$ cat src/rtl/io_bridge.sv
// I/O-side bridge: turns single-word io_* requests into one Avalon-MM master transaction.
// A watchdog finishes any stalled transaction with io_fault so the core never hangs.
module io_bridge #(
    parameter int unsigned TIMEOUT_CYCLES = 255
) (
    input  logic        clk,
    input  logic        rst_n,
    input  logic        io_start,
    input  logic        io_write,
    input  logic [29:0] io_addr,
    input  logic [31:0] io_data_wr,
    output logic        io_ready,
    output logic [31:0] io_data_rd,
    output logic        io_fault,
    output logic [31:0] avl_address,
    output logic        avl_read,
    output logic        avl_write,
    output logic [31:0] avl_writedata,
    output logic [3:0]  avl_byteenable,
    input  logic        avl_waitrequest,
    input  logic [31:0] avl_readdata,
    input  logic        avl_readdatavalid
);

    typedef enum logic [1:0] {
        StIdle,
        StReq,
        StWaitRd,
        StDone
    } state_e;

    localparam logic [15:0] WdLast = 16'(TIMEOUT_CYCLES - 1);
    localparam logic [15:0] WdMax  = 16'hFFFF;

    state_e      state;
    logic [15:0] wd_cnt;

    logic wd_expired;
    logic wr_done;
    logic rd_accept;
    logic rd_done_req;
    logic rd_done_wait;

    assign wd_expired   = (wd_cnt == WdLast);
    assign wr_done      = avl_write && !avl_waitrequest;
    assign rd_accept    = avl_read && !avl_waitrequest;
    // Zero-latency slave: data arrives in the acceptance cycle.
    assign rd_done_req  = rd_accept && avl_readdatavalid;
    assign rd_done_wait = avl_readdatavalid;

    assign avl_byteenable = 4'b1111;

    always_ff @(posedge clk or negedge rst_n) begin
        if (!rst_n) begin
            state         <= StIdle;
            wd_cnt        <= '0;
            avl_read      <= 1'b0;
            avl_write     <= 1'b0;
            avl_address   <= '0;
            avl_writedata <= '0;
            io_ready      <= 1'b0;
            io_fault      <= 1'b0;
            io_data_rd    <= '0;
        end else begin
            unique case (state)
                StIdle: begin
                    if (io_start) begin
                        avl_address   <= {io_addr, 2'b00};
                        avl_writedata <= io_data_wr;
                        avl_write     <= io_write;
                        avl_read      <= !io_write;
                        wd_cnt        <= '0;
                        state         <= StReq;
                    end
                end

                StReq: begin
                    if (wd_cnt != WdMax) begin
                        wd_cnt <= wd_cnt + 16'd1;
                    end
                    // A completion in the expiry cycle takes priority over the fault.
                    if (wr_done) begin
                        avl_write <= 1'b0;
                        io_ready  <= 1'b1;
                        state     <= StDone;
                    end else if (rd_done_req) begin
                        avl_read   <= 1'b0;
                        io_data_rd <= avl_readdata;
                        io_ready   <= 1'b1;
                        state      <= StDone;
                    end else if (wd_expired) begin
                        avl_read   <= 1'b0;
                        avl_write  <= 1'b0;
                        io_data_rd <= '0;
                        io_ready   <= 1'b1;
                        io_fault   <= 1'b1;
                        state      <= StDone;
                    end else if (rd_accept) begin
                        avl_read <= 1'b0;
                        state    <= StWaitRd;
                    end
                end

                StWaitRd: begin
                    if (wd_cnt != WdMax) begin
                        wd_cnt <= wd_cnt + 16'd1;
                    end
                    if (rd_done_wait) begin
                        io_data_rd <= avl_readdata;
                        io_ready   <= 1'b1;
                        state      <= StDone;
                    end else if (wd_expired) begin
                        io_data_rd <= '0;
                        io_ready   <= 1'b1;
                        io_fault   <= 1'b1;
                        state      <= StDone;
                    end
                end

                StDone: begin
                    io_ready <= 1'b0;
                    io_fault <= 1'b0;
                    state    <= StIdle;
                end

                default: begin
                    state <= StIdle;
                end
            endcase
        end
    end

endmodule

$ cat config.mk
export PLATFORM = sky130hd
export DESIGN_NAME = io_bridge
export DESIGN_NICKNAME = d
export VERILOG_FILES = /design/src/rtl/io_bridge.sv
export SDC_FILE = /design/constraint.sdc
export NUM_CORES = 1
export LEC_CHECK = 0
export CAP_MARGIN = 20
export CORE_MARGIN = 2
export CORE_UTILIZATION = 35
export CTS_CLUSTER_DIAMETER = 80
export DETAILED_ROUTE_END_ITERATION = 8
export GPL_ROUTABILITY_DRIVEN = 0
export PLACE_DENSITY = 0.67
export SETUP_SLACK_MARGIN = 0.15
export SLEW_MARGIN = 25
export SYNTH_ARGS = -nofsm -noshare
export SYNTH_HDL_FRONTEND = slang
export SYNTH_SLANG_ARGS = --single-unit
$ cat constraint.sdc
create_clock -name clk -period 2.6 [get_ports clk]
set_clock_uncertainty 0.15 [all_clocks]
set_input_delay 0.26 -clock clk [delete_from_list [all_inputs] [get_ports clk]]
set_output_delay 0.26 -clock clk [all_outputs]
set_load 0.01 [all_outputs]
== Word-level counts from Yosys, hierarchy flattened ==
Index checks and enable logic that the tools add are counted.

* Add/subtract/negate cells: 1
* Equality and inequality tests: 15
* Multiplexer cells: 37
* Reduce and logical (&&, ||, !) cells: 18

{| class="wikitable"
|+ Operator list
! operator !! count
|-
| 2-to-1 mux 32 bit || 4
|-
| case mux 32 bit (2 select lines) || 1
|-
| 2-to-1 mux 16 bit || 2
|-
| case mux 16 bit (2 select lines) || 1
|-
| 2-to-1 mux 1 bit || 17
|-
| adder 16 x 1 -> 16 bit, second input constant || 1
|-
| == test 16 x 8 -> 1 bit, second input constant || 1
|-
| != test 16 bit, second input constant || 1
|-
| 2-to-1 mux 2 bit || 7
|-
| AND reduction 4 bit || 3
|-
| != test 3 bit, second input constant || 3
|-
| != test 2 bit, second input constant || 4
|-
| case mux 2 bit (4 select lines) || 1
|-
| case mux 1 bit (3 select lines) || 2
|-
| AND reduction 3 bit || 2
|-
| nonzero test 2 bit || 3
|-
| != test 5 bit, second input constant || 1
|-
| == test 2 bit, second input constant || 2
|-
| != test 4 bit, second input constant || 1
|-
| case mux 1 bit (2 select lines) || 2
|-
| AND reduction 2 bit || 2
|-
| logical AND 1 bit || 3
|-
| nonzero test 3 bit || 1
|-
| == test 2 x 1 -> 1 bit, second input constant || 1
|-
| other kinds (4) || 5
|}

* Bits in registers: 116
* Input bits: 100
* Output and inout port bits: 104
* Logic and storage cells: 80

== Depth between registers and ports, before layout ==
Gate-level depths: netlist (run 1).

* Depth in word-level cells: 7
* Depth in mapped cells: 9
* Mapped depth without buffers: 6

== Worst setup path after synthesis (run 1) ==
OpenSTA, ideal clock, no wires.

* Path type: register -> register
* Start point: register state[0]
* End point: register wd_cnt[14]
* Library setup time: 0.078 ns
* Arrival time: 2.054 ns
* Path slack: 0.318 ns
* Stages on the path, launching flop included: 9
* Period minus slack after synthesis: 2.282 ns
* Path through: dfrtp_1 -> inv_1 -> ha_1 -> buf_2 -> mux2i_1 -> or3_1 -> clkbuf_1 -> or4_1 -> a21oi_1

* Longest elaborated chain between the ends: 4
* Elaborated cells on any way between the ends: 9
* Classes of those cells: eq/ne: 4; mux: 1; reduce/logical: 4

{| class="wikitable"
|+ RTL lines
! element !! line !! RTL
|-
| start, declared || 35 || <nowiki>state_e state;</nowiki>
|-
| start signal, assigned || 55 || <nowiki>state <= StIdle;</nowiki>
|-
| start signal, assigned || 73 || <nowiki>state <= StReq;</nowiki>
|-
| start signal, assigned || 85 || <nowiki>state <= StDone;</nowiki>
|-
| == test 2 bit / == test 2 x 1 -> 1 bit (equally long branches) || 65 || <nowiki>unique case (state)</nowiki>
|-
| OR reduction 2 bit (no source line) || - ||
|-
| != test 2 x 1 -> 1 bit (no source line) / nonzero test 2 bit (equally long branches) || - ||
|-
| AND reduction 3 bit (no source line) || - ||
|-
| end signal, assigned || 79 || <nowiki>wd_cnt <= wd_cnt + 16'd1;</nowiki>
|-
| end signal, assigned || 106 || <nowiki>wd_cnt <= wd_cnt + 16'd1;</nowiki>
|-
| end, declared || 36 || <nowiki>logic [15:0] wd_cnt;</nowiki>
|}

Several ways; a longest one is shown, not always the timed one.
A chain may end at the register's enable or synchronous reset.

== Final worst setup path (run 1) ==
* Start point: register state[1]
* End point: register wd_cnt[12]

Same word-level chain as after synthesis.

==> flow_summary.rst, run 1 <==
.. list-table::
   :header-rows: 1

   * - Metric
     - Value
   * - Source-to-sink clock delay at the later pin of the worst-skew pair
     - 0.41 ns
   * - Setup-violating endpoint count in the final report
     - 0
   * - Max stage delay on crit path
     - just under 0.5 ns
   * - Die Y-Extent
     - approximately 120 um
   * - Slowest CP cell
     - sky130_fd_sc_hd__or3_1
   * - Post-Synth Simple-Gate Area
     - 0.08796
   * - Synthesized area per cell
     - approximately 13 um2
   * - Vias in the first global route
     - about 3.9k
   * - Post-route ant nets
     - 0
   * - Initial DRC Count
     - roughly 140
   * - Core Rows
     - between 40 and 50
   * - Count of cell types in the netlist
     - 53
   * - Finished Cell Area
     - between 7000 and 8000 um2
   * - Die boundary width
     - around 120 um
   * - Max-slew violations
     - 0
   * - Arrival time at the worst endpoint
     - around 2.4 ns
   * - Design internal power
     - ~0.0065 W
   * - Static power due to leakage
     - around 3.3 nW
   * - Fraction of registers with async set or reset after synthesis
     - 1.000
   * - Clock Sink Count
     - approximately 120
   * - Global-route wire length before repair
     - between 15000 and 20000 um
   * - WS Path Type
     - reg2reg
   * - Fraction of layout instances using a drive strength above 1
     - 0.1839
   * - Number of vias per cell after detailed routing
     - 4.952
   * - Count of buffers added by post-CTS timing repair for setup
     - 0
   * - Class of the most critical hold timing path
     - in2async
   * - Clock-pin slew reported for the worst setup and hold paths after clock tree synthesis
     - about 0.06 ns
   * - Library cell used as clock root buffer
     - sky130_fd_sc_hd__clkbuf_16
   * - WL per Instance
     - approximately 16 um
   * - Xor-xnor portion of the synthesized cell area
     - 0
   * - HPWL after DPL
     - between 8000 and 9000 um
   * - Endpoint class of the critical path
     - register
   * - Boundary Pins
     - ~200
   * - Final count of hold timing violations
     - 0
   * - Overflow left after global routing
     - 0
   * - Largest net degree at the start of global routing
     - about 60
   * - Core area
     - 13930 um2
   * - Sum of internal, switching and leakage power
     - 0.009335 W
   * - Headroom to the max-slew limit
     - 0.5606
   * - Max cap viols
     - 0
   * - Peak fanout along the critical path
     - 8
   * - I/O Buffers
     - 197
   * - Die area
     - around 15000 um2
   * - Top_reg_cell synth
     - sky130_fd_sc_hd__dfrtp_1
   * - Fin crit share
     - 0.8685
   * - Post-Place Cell Area
     - between 7000 and 8000 um2
   * - All-Layer GR Usage
     - 0.1694
   * - Post-synthesis share of cell area spent on full adders, half adders and majority gates
     - 0.01495
   * - Clock network fraction of total power
     - 0.247
   * - Number of enable-type register cells in the synthesized netlist
     - 0
   * - Yosys top cell area share
     - 0.5781
   * - RSZ-0062 raised after global routing
     - false
   * - Pwr per Cell Area
     - ~1200 nW/um2
   * - Yosys warnings
     - 0
   * - Post-synthesis mux area share
     - 0.1490
   * - Instance count after placement with tap cells included
     - approximately 750
   * - Initial antenna violation count
     - 0
   * - Non-filler cells in the finished layout
     - around 780
   * - Top cells by instance count after synthesis
     - sky130_fd_sc_hd__dfrtp_1 (116), sky130_fd_sc_hd__mux2_2 (62), sky130_fd_sc_hd__a22o_1 (32)
   * - Net load switching power
     - 0.002875 W
   * - Worst Setup Start Kind
     - register
   * - DRT Wirelength
     - around 13000 um
   * - Post-synthesis sequential element count
     - approximately 120
   * - Proportion of total power due to net switching
     - 0.3079
   * - Synth Area in Compound Gates
     - 0.1278
   * - Biggest area contributors in the synthesized netlist
     - sky130_fd_sc_hd__dfrtp_1 (58%), sky130_fd_sc_hd__mux2_2 (14%), sky130_fd_sc_hd__a22o_1 (5.6%)
   * - Max IR drop VDD
     - roughly 0.00062 V
   * - Drc violations
     - 0
   * - Chain of cells forming the critical path
     - inv_1, ha_1, mux2i_1, or3_1, o311ai_0, o41ai_1
   * - Setup total negative slack
     - 0 ns
   * - Fmax
     - about 440 MHz
   * - Final worst path period need
     - 2.258 ns
   * - Least-Margin Pin Slew
     - 0.6531 ns
   * - Result of the run
     - complete, no violations
   * - Final Net Count
     - around 690
   * - Cell count after synthesis
     - ~380
   * - TritonCTS clock tree
     - done
   * - Cell type contributing the most total cell area after synthesis
     - sky130_fd_sc_hd__dfrtp_1
   * - Buffers plus inverters on the worst setup path
     - 1
   * - Post-synthesis sequential area ratio
     - 0.5781
   * - Cell family with the largest share of critical-path delay
     - compound AO/OA/AOI/OAI gates
   * - Portion of total power attributed to combinational logic
     - 0.425
   * - Post-synth design cell area
     - about 5000 um2
   * - Layout area overhead
     - 54.52%
   * - Starting utilization of the core area
     - 0.3603
   * - Data required time at the worst endpoint
     - roughly 2.7 ns
   * - Clock tree buffer depth
     - 2
   * - Sequential power share
     - 0.328
   * - Antenna diode count
     - 0
   * - Most common cell in the netlist
     - sky130_fd_sc_hd__dfrtp_1
   * - Total CTS buffers
     - 17
   * - Share of the core filled with cells
     - 0.5568
   * - Number of iterations in the first detailed-routing pass
     - 4
   * - Main combinational cell family by area after synthesis
     - multiplexers
   * - H-tree level count
     - 4
   * - Total vias in the final route
     - 3853
metrics by stage:
step | hold WS, ns | worst slack [ns]
6_report | 0.2382 | 0.3420
5_1_grt | 0.2940 | 0.1711
4_1_cts | 0.2517 | 0.3436
3_5_place_dp | 0.1455 | 0.2544
3_3_place_gp | 0.1337 | 0.3116
2_1_floorplan | -0.1856 | 0.3184
worst reg2reg max path: stages (launching register included):
cell and delay (ns):
sky130_fd_sc_hd__dfrtp_1 0.40, sky130_fd_sc_hd__inv_1 0.09, sky130_fd_sc_hd__ha_1 0.30, sky130_fd_sc_hd__mux2i_1 0.08
sky130_fd_sc_hd__or3_1 0.49, sky130_fd_sc_hd__o311ai_0 0.46, sky130_fd_sc_hd__o41ai_1 0.16
kinds of logic after synthesis:
| kind of cell | after synthesis |
|---|---|
| DFF | 116 |
| AOI/OAI and AO/OA | 83 |
| and+or+nand+nor | 71 |
| muxes | 67 |
| buffers and inverters | 38 |
| adders and majority gates | 6 |
| other | 2 |
power groups by stage:
| stage | sequential (W) | clock [W] | combinational [W] |
|---|---|---|---|
| floorplan | 0.00337 | 0 | 0.00159 |
| global placement | 0.00303 | 0 | 0.00396 |
| detailed placement | 0.00307 | 0 | 0.00399 |
| CTS | 0.00306 | 0.00236 | 0.00402 |
| global route | 0.00317 | 0.00244 | 0.00430 |
| finish | 0.00306 | 0.00230 | 0.00397 |
layout by cell type (no fill, tap or decap), types with 2 or more instances in the layout:
cell type | netlist | layout
sky130_fd_sc_hd__buf_4 | 7 | 12
sky130_fd_sc_hd__nor3_1 | 5 | 5
sky130_fd_sc_hd__a41oi_1 | 2 | 2
sky130_fd_sc_hd__clkbuf_16 | 0 | 17
sky130_fd_sc_hd__a21oi_1 | 10 | 10
sky130_fd_sc_hd__nor3b_1 | 4 | 4
sky130_fd_sc_hd__clkdlybuf4s50_1 | 0 | 196
sky130_fd_sc_hd__nand2_1 | 13 | 12
sky130_fd_sc_hd__nand3_1 | 8 | 8
sky130_fd_sc_hd__nand2b_1 | 3 | 3
sky130_fd_sc_hd__conb_1 | 2 | 6
sky130_fd_sc_hd__clkbuf_8 | 0 | 4
sky130_fd_sc_hd__a22o_1 | 32 | 32
sky130_fd_sc_hd__o21a_1 | 2 | 2
sky130_fd_sc_hd__clkinvlp_4 | 0 | 2
sky130_fd_sc_hd__clkinv_2 | 0 | 3
sky130_fd_sc_hd__dfrtp_1 | 116 | 116
sky130_fd_sc_hd__or4_1 | 3 | 3
sky130_fd_sc_hd__o21ai_0 | 9 | 9
sky130_fd_sc_hd__and3_1 | 3 | 3
sky130_fd_sc_hd__o31ai_1 | 7 | 7
sky130_fd_sc_hd__ha_1 | 6 | 6
sky130_fd_sc_hd__mux2_2 | 62 | 62
sky130_fd_sc_hd__o2bb2ai_1 | 3 | 3
sky130_fd_sc_hd__a31oi_1 | 5 | 5
sky130_fd_sc_hd__inv_1 | 6 | 6
sky130_fd_sc_hd__or3_1 | 3 | 3
sky130_fd_sc_hd__nor2b_1 | 5 | 5
sky130_fd_sc_hd__mux2i_1 | 5 | 5
sky130_fd_sc_hd__bufinv_16 | 0 | 2
sky130_fd_sc_hd__a41o_1 | 2 | 2
sky130_fd_sc_hd__and4_1 | 3 | 3
sky130_fd_sc_hd__clkbuf_1 | 10 | 3
sky130_fd_sc_hd__nor2_1 | 6 | 6
sky130_fd_sc_hd__nand4_1 | 6 | 6
metal layers:
layer / vias to the layer above / share of wire / global-route usage
met2: 173 / 0.47 / 0.2624
met3: 22 / 0.10 / 0.07738
met5: - / 0 / 0
li1: 1830 / - / -
met4: 0 / 0.019 / 0.07173
met1: 1828 / 0.41 / 0.2037
state kept, by name, indices dropped and copies added, names as in the netlist:
name           count
avl_write          1
io_ready           1
avl_read           1
io_data_rd        32
wd_cnt            16
avl_writedata     32
state              2
avl_address       30
io_fault           1
final timing paths:
kind | startpoint | to | slack (ns) | depth (start not counted)
min in group clk | io_addr[24] | avl_address[26] | 0.30 | 2
min reg2reg | io_data_rd[20] | io_data_rd[20] | 0.35 | 1
max | state[1] | wd_cnt[12] | 0.34 | 6
min | rst_n | wd_cnt[9] | 0.24 | 2
max in group asynchronous | rst_n | avl_writedata[17] | 1.36 | 3
max reg2reg | state[1] | wd_cnt[12] | 0.34 | 6
what timing repair did:
action | CTS | global route
gates resized for setup | 0 | 0
hold buffers | 1 | 0
hold endpoints to repair | 38 | 0
endpoints found under the setup margin | 0 | 0
cell type report:
cell class,count,area [um2]
flip-flops and latches,116,2903
inverters,7,26.28
clock buffers,24,491.7
well taps,180,225.2
clock inverters,8,98.84
repair buffers,210,2082
multi-input cells,233,1932
fillers,1153,6176
(Power assumes the default switching activity.)
==> inputs of run 2 (changes only) <==
Settings changed: CTS_CLUSTER_SIZE set to 14.
==> results of run 2 <==
Final layout, timing and power as in run 1 (identical DEF).
